File: config.mk
export PLATFORM = sky130hd
export DESIGN_NAME = ram_block_copier
export DESIGN_NICKNAME = d
export VERILOG_FILES = /design/src/rtl/ram_block_copier.sv
export SDC_FILE = /design/constraint.sdc
export NUM_CORES = 1
export LEC_CHECK = 0
export CORE_MARGIN = 2
export CORE_UTILIZATION = 35
export DETAILED_ROUTE_END_ITERATION = 16
export GPL_TIMING_DRIVEN = 0
export PLACE_DENSITY = 0.74
export SYNTH_ARGS = -nofsm -noshare
export SYNTH_HDL_FRONTEND = slang
export SYNTH_SLANG_ARGS = --single-unit
File: constraint.sdc
create_clock -name clk -period 2.6 [get_ports clk]
set_input_delay 0.65 -clock clk [delete_from_list [all_inputs] [get_ports clk]]
set_output_delay 0.65 -clock clk [all_outputs]
set_load 0.05 [all_outputs]
File: src/rtl/ram_block_copier.sv
// ram_block_copier
//   Bus initiator for a RAM64-style memory (synchronous write on load,
//   combinational read). Copies len words from src to dst, or fills len
//   words at dst with a constant. All address arithmetic wraps modulo
//   2**ADDR_W.
//
// Ports
//   clk, reset        rising-edge clock, synchronous active-high reset
//   start             request pulse, only honoured in IDLE
//   mode              0 = copy, 1 = fill (captured at start)
//   src, dst, len     source base, destination base, word count 0..2**ADDR_W
//   fill_value        fill word (captured at start)
//   busy              high while reading/writing
//   done              one-cycle completion pulse
//   words_done        words written in the current or last operation
//   mem_address, mem_load, mem_in   drive the RAM port
//   mem_out           RAM read data (combinational)
module ram_block_copier #(
    parameter int ADDR_W = 6,
    parameter int DATA_W = 16
) (
    input  logic              clk,
    input  logic              reset,
    input  logic              start,
    input  logic              mode,
    input  logic [ADDR_W-1:0] src,
    input  logic [ADDR_W-1:0] dst,
    input  logic [ADDR_W:0]   len,
    input  logic [DATA_W-1:0] fill_value,
    output logic              busy,
    output logic              done,
    output logic [ADDR_W:0]   words_done,
    output logic [ADDR_W-1:0] mem_address,
    output logic              mem_load,
    output logic [DATA_W-1:0] mem_in,
    input  logic [DATA_W-1:0] mem_out
);

    typedef enum logic [1:0] {IDLE, READ, WRITE, DONE} state_t;

    state_t            state, state_next;
    logic              mode_r;
    logic [ADDR_W-1:0] src_r, dst_r, addr_r;
    logic [ADDR_W:0]   len_r, count_r;
    logic [DATA_W-1:0] fill_r, data_r;
    logic [ADDR_W-1:0] idx;
    logic              last;

    // The written-word count doubles as the word index.
    assign idx  = count_r[ADDR_W-1:0];
    assign last = (count_r + (ADDR_W+1)'(1)) == len_r;

    always_ff @(posedge clk) begin
        if (reset) state <= IDLE;
        else       state <= state_next;
    end

    always_comb begin
        state_next = state;
        case (state)
            IDLE: begin
                if (start) begin
                    if (len == '0)   state_next = DONE;
                    else if (mode)   state_next = WRITE;
                    else             state_next = READ;
                end
            end
            READ:  state_next = WRITE;
            WRITE: begin
                if (last)        state_next = DONE;
                else if (mode_r) state_next = WRITE;
                else             state_next = READ;
            end
            DONE:  state_next = IDLE;
            default: state_next = IDLE;
        endcase
    end

    // Address register is preloaded one step ahead so mem_address comes
    // straight from a flop and holds its last value in IDLE/DONE.
    always_ff @(posedge clk) begin
        if (reset) begin
            mode_r  <= 1'b0;
            src_r   <= '0;
            dst_r   <= '0;
            len_r   <= '0;
            fill_r  <= '0;
            data_r  <= '0;
            addr_r  <= '0;
            count_r <= '0;
        end else begin
            case (state)
                IDLE: begin
                    if (start) begin
                        mode_r  <= mode;
                        src_r   <= src;
                        dst_r   <= dst;
                        len_r   <= len;
                        fill_r  <= fill_value;
                        count_r <= '0;
                        if (len != '0) addr_r <= mode ? dst : src;
                    end
                end
                READ: begin
                    data_r <= mem_out;
                    addr_r <= dst_r + idx;
                end
                WRITE: begin
                    count_r <= count_r + (ADDR_W+1)'(1);
                    if (!last) addr_r <= (mode_r ? dst_r : src_r) + idx + ADDR_W'(1);
                end
                default: ;
            endcase
        end
    end

    always_comb begin
        busy        = (state == READ) || (state == WRITE);
        done        = (state == DONE);
        // Reset suppresses a write already in flight on the same edge.
        mem_load    = (state == WRITE) && !reset;
        mem_in      = (state == WRITE) ? (mode_r ? fill_r : data_r) : '0;
        mem_address = addr_r;
        words_done  = count_r;
    end

endmodule
## Yosys cells after proc, flatten, opt, wreduce, memory -nomap -nowiden

Cells that the tools add are included.

- $add $sub $neg: 4
- Multiply operators: 0
- Div/mod/pow operators: 0
- Order comparisons: 0
- Eq/ne operators: 7
- Shift operators: 0
- Multiplexer cells: 16
- Bitwise operators: 0
- Reduce and logical (&&, ||, !) cells: 11

Operators with widths:

| kind | number |
|---|---|
| $mux W16 | 2 |
| $mux W6 | 5 |
| $pmux W6 S3 | 1 |
| $pmux W7 S2 | 1 |
| $add A6 B6 Y6 | 2 |
| $mux W2 | 5 |
| $pmux W2 S4 | 1 |
| $add A7 B1 Y7 const B | 1 |
| $eq A7 B7 Y1 | 1 |
| $logic_not A7 Y1 | 1 |
| $mux W7 | 1 |
| $reduce_bool A7 Y1 | 1 |
| $add A6 B1 Y6 const B | 1 |
| $ne A2 B2 Y1 const B | 3 |
| $eq A2 B2 Y1 const B | 2 |
| $reduce_and A2 Y1 | 2 |
| $reduce_and A4 Y1 | 1 |
| $reduce_bool A3 Y1 | 1 |
| $eq A2 B1 Y1 const B | 1 |
| $logic_not A2 Y1 | 1 |
| $reduce_bool A2 Y1 | 1 |
| $logic_and A1 B1 Y1 | 1 |
| $logic_not A1 Y1 | 1 |
| $logic_or A1 B1 Y1 | 1 |

- Register bits: 67
- Bits in latches: 0
- Bits in writable memories: 0
- Bits in read-only memories: 0
- Bits of input ports: 55
- Output and inout port bits: 32
- Logic and storage cells: 47
- Memories: 0

## Logic depth before layout (Yosys ltp)

- Word-level depth: 5
- Depth in mapped cells: 11
- Mapped depth without buffers: 9

## Worst setup path before layout

No wires, ideal clock.

- Kind: flip-flop to flip-flop
- Start point: reg mode_r
- End point: reg addr_r[4], in the netlist mem_address[4]
- Setup time: 71 ps
- Arrival time: 2597 ps
- Required time: 2529 ps
- Slack: -68 ps
- Stages on the path, launching flop included: 12
- Buffers on the path: 2
- Clock period less this slack: 2668 ps
- Path through: dfxtp_1 -> clkbuf_1 -> clkbuf_1 -> mux2i_1 -> ha_1 -> fa_1 -> nand2b_1 -> a21oi_1 -> xor2_1 -> a221oi_1 -> a211o_1 -> a21oi_1

- Longest elaborated chain between the ends: 5

RTL lines:

| item | RTL line | RTL |
|---|---|---|
| start: declaration | 42 | `logic mode_r;` |
| start signal: assignment | 95 | `mode_r <= mode;` |
| $mux W6 | 110 | `if (!last) addr_r <= (mode_r ? dst_r : src_r) + idx + ADDR_W'(1);` |
| $add A6 B6 Y6 | 110 |  |
| $add A6 B1 Y6 | 110 |  |
| $mux W6 | 110 |  |
| $pmux W6 S3 | 92 | `case (state)` |
| end signal: assignment | 101 | `if (len != '0) addr_r <= mode ? dst : src;` |
| end signal: assignment | 106 | `addr_r <= dst_r + idx;` |
| end signal: assignment | 110 |  |
| end: declaration | 43 | `logic [ADDR_W-1:0] src_r, dst_r, addr_r;` |

No other way between the ends. The select of a mux whose other input is x is not followed.
A chain may end at the register's enable or synchronous reset.

## Worst setup path in the final report

- Start point: reg state[0]
- End point: out mem_in[7]

- Longest elaborated chain between the ends: 2

RTL lines:

| item | RTL line | RTL |
|---|---|---|
| start: declaration | 41 | `state_t state, state_next;` |
| start signal: assignment | 55 | `else state <= state_next;` |
| $eq A2 B2 Y1 | 122 | `mem_in = (state == WRITE) ? (mode_r ? fill_r : data_r) : '0;` |
| $mux W16 | 122 |  |
| end: declaration | 35 | `output logic [DATA_W-1:0] mem_in,` |

No other way between the ends.

==> flow_metrics.tcl <==
set metrics [dict create \
    status "finished, final reports clean" \
    pwr-share-comb_pct 44.2 \
    io-pin-count 87 \
    seqPwrFrac_pct 32.5 \
    internal_power_w 0.002480 \
    synth-edff-count 0 \
    highest_layer "met4" \
    whs_ns 0.4566 \
    clock_path_buffers 2 \
    finalClockSkew_ns 0.01006 \
    start_util_pct 35.48 \
    via_count 3401 \
    cts-buffers-inserted 9 \
    cts_tree "built" \
    syn_to_final_growth_pct 36.39 \
    clkSinkCount 67 \
    post-route-min-period_ns 2.526 \
    finalMaxSlewViolations 0 \
    cp_max_fo 10 \
    switchingPower_w 0.001714 \
    synth_top_area_share_pct 37.12 \
    die-area_um2 11150 \
    antenna_left 0 \
    diodes 0 \
    critPathCaptureType "output port" \
    hold_viol_final 0 \
    maxCapViolCount 0 \
    final_cell_count_no_fill 682 \
    setup_viol 0 \
    antenna_found_initial 0 \
    yosysWarnings 0 \
    critPathLaunchType "flip-flop" \
    die_w_um 105.6 \
    synth_most_common_cell "nand2_1" \
    ir_drop_mv 0.4161 \
    syn_nets 516 \
    path_class "flip-flop to output port" \
    reg2reg_from "words_done[0]" \
    swShare_pct 40.86 \
    ys_types 48 \
    hp-class "flip-flop to flip-flop" \
    drtIter0Drc 197 \
    wl_met2_mm 4.830 \
    syn_inst 444 \
    grt_pass1_wl_mm 16.05 \
    core.rowCount 37 \
    rsz0062_at_grt "true" \
    critPathRequiredTime_ns 1.95 \
    nets 613 \
    async_reset_ff_share_pct 0 \
    placed_cell_area_um2 4627 \
    hp-start "fill_r[12]" \
    power_frac_clock_pct 23.4 \
    grt_pass1_vias 3288 \
    synth-seq-area-share_pct 37.12 \
    cp_data_arrival_time_ns 1.88 \
    place_hpwl_mm 7.477 \
    clk_latency_ns 0.35 \
    syn_area_per_cell_um2 8.138 \
    powerDensity_nw_per_um2 850.9 \
    grt_max_degree 14 \
    synth_top_cell_by_area "dfxtp_1" \
    grt_util_all_layers_pct 18.11 \
    die_height_um 105.6 \
    yosys_most_used_dff "dfxtp_1" \
    finalInstanceArea_um2 4928 \
    p_leak_nw 1.910 \
    cts_max_level 3 \
    met3_length_um 615 \
    wl_per_cell_um 14.80 \
    grt-ovfl-total 0 \
    drc 0 \
    yosys-top-cells-count "nand2_1 (82), dfxtp_1 (67), nor2_1 (53)" \
    routed_wl_mm 10.10 \
    dp_cells 664 \
    viasPerCell 4.987 \
    core_area_um2 10180 \
    fin_setup_tns_ns 0 \
    clockRootBuffer "clkbuf_8" \
    fin_crit_sh_pct 97.14 \
    layout-drive-gt1-share_pct 11.36 \
    dr.pass1.iters 5 \
    synth_area_leaders "dfxtp_1 (37%), mux2i_1 (12%), nand2_1 (8.5%)" \
    portBuffers 84 \
    max-slew-margin-rel_pct 51.02 \
    syn_area_um2 3613 \
    synth.ff_latch_count 67 \
    clock.fmax_mhz 395.9 \
    place_congestion 0.8549 \
    tightest_slew_ns 0.7348 \
    wl_met1_mm 4.468 \
    startpoint "state[0]" \
    finalPower_w 0.004194 \
    clk_pin_slew_ns 0.07 \
]
==> power groups by stage <==
stage | sequential (W) | combinational [W] | clock (W)
2_1_floorplan | 0.00149 | 0.00109 | 0
3_3_place_gp | 0.00136 | 0.00173 | 0
3_5_place_dp | 0.00137 | 0.00176 | 0
4_1_cts | 0.00136 | 0.00182 | 0.000996
5_1_grt | 0.00138 | 0.00201 | 0.00104
6_report | 0.00136 | 0.00185 | 0.000980
==> layout by cell type, fill, tap and decap left out, types with 4 or more instances in the layout <==
| master | n |
|---|---|
| a21oi_1 | 51 |
| buf_2 | 4 |
| buf_4 | 11 |
| buf_6 | 9 |
| clkbuf_1 | 18 |
| clkbuf_4 | 5 |
| clkbuf_8 | 10 |
| clkdlybuf4s50_1 | 65 |
| clkinv_4 | 4 |
| dfxtp_1 | 66 |
| ha_1 | 15 |
| inv_1 | 10 |
| mux2i_1 | 44 |
| nand2_1 | 82 |
| nand2b_1 | 4 |
| nor2_1 | 51 |
| nor2b_1 | 4 |
| nor3_1 | 6 |
| o21ai_0 | 8 |
| o22ai_1 | 4 |
| xnor2_1 | 7 |
| xor2_1 | 9 |
==> sequential cells by signal, summed over array words and instances, names as in the netlist <==
register and cells:
data_r 16, fill_r 16, len_r 7, words_done 7, dst_r 6, mem_address 6, src_r 6, state 2
mode_r 1
==> cell families (layout without fill, tap and decap cells) <==
group           Yosys count  in the layout  share of synthesized area, %
compound gates           87             87                         14.68
xor+xnor                 17             17                         4.329
fa+ha+maj                17             17                         6.302
buf+inv                  42            144                         4.709
flops                    67             67                         37.12
mux                      48             48                         13.40
simple gates            166            166                         19.46
==> repair_timing <==
action	4_1_cts	5_1_grt
gates resized for setup	106	37
buffers inserted	3	0
hold buffers	0	0
setup endpoints to repair	22	19
pin swaps	1	0
endpoints found under the hold margin	0	0
==> area by class of cell <==
class | instances | area, um^2
inverters | 11 | 45.04
well taps | 136 | 170.2
fillers | 985 | 5256
plain buffers | 30 | 161.4
multi-input cells | 335 | 2123
repair buffers | 87 | 857.1
flip-flops and latches | 67 | 1345
clock buffers | 9 | 123.9
clock inverters | 7 | 102.6
==> per-stage QoR <==
| step | worst slack (ns) | util (%) |
|---|---|---|
| global placement | -0.9212 | 45.43 |
| CTS | 0.009065 | 47.62 |
| floorplan | 0.08308 | - |
| detailed placement | -0.9104 | 45.43 |
| global route | -0.02592 | 48.39 |
| finish | 0.07430 | 48.39 |
==> critical path, cell delays in order (launching register included) <==
cell and delay, ns:
dfxtp_1 0.35, inv_1 0.09, ha_1 0.15, buf_4 0.18
clkinvlp_4 0.16, buf_2 0.22, nor2_1 0.19, buf_6 0.18
==> final timing paths <==
| path | depth (start not counted) | slack (ns) | endpoint |
|---|---|---|---|
| worst max-delay path | 7 | 0.07 | mem_in[7] |
| worst min-delay path | 2 | 0.46 | fill_r[12] |
| worst max register to register | 8 | 0.14 | mem_address[3] |
| worst min register to register | 2 | 0.46 | fill_r[12] |
==> routing by layer <==
| metal | vias up | track usage [%] |
|---|---|---|
| li1 | 1711 | - |
| met1 | 1561 | 22.94 |
| met2 | 116 | 30.65 |
| met3 | 13 | 3.711 |
| met4 | 0 | 6.109 |
| met5 | - | 0 |
No activity file was read; power rests on OpenSTA's default activity.
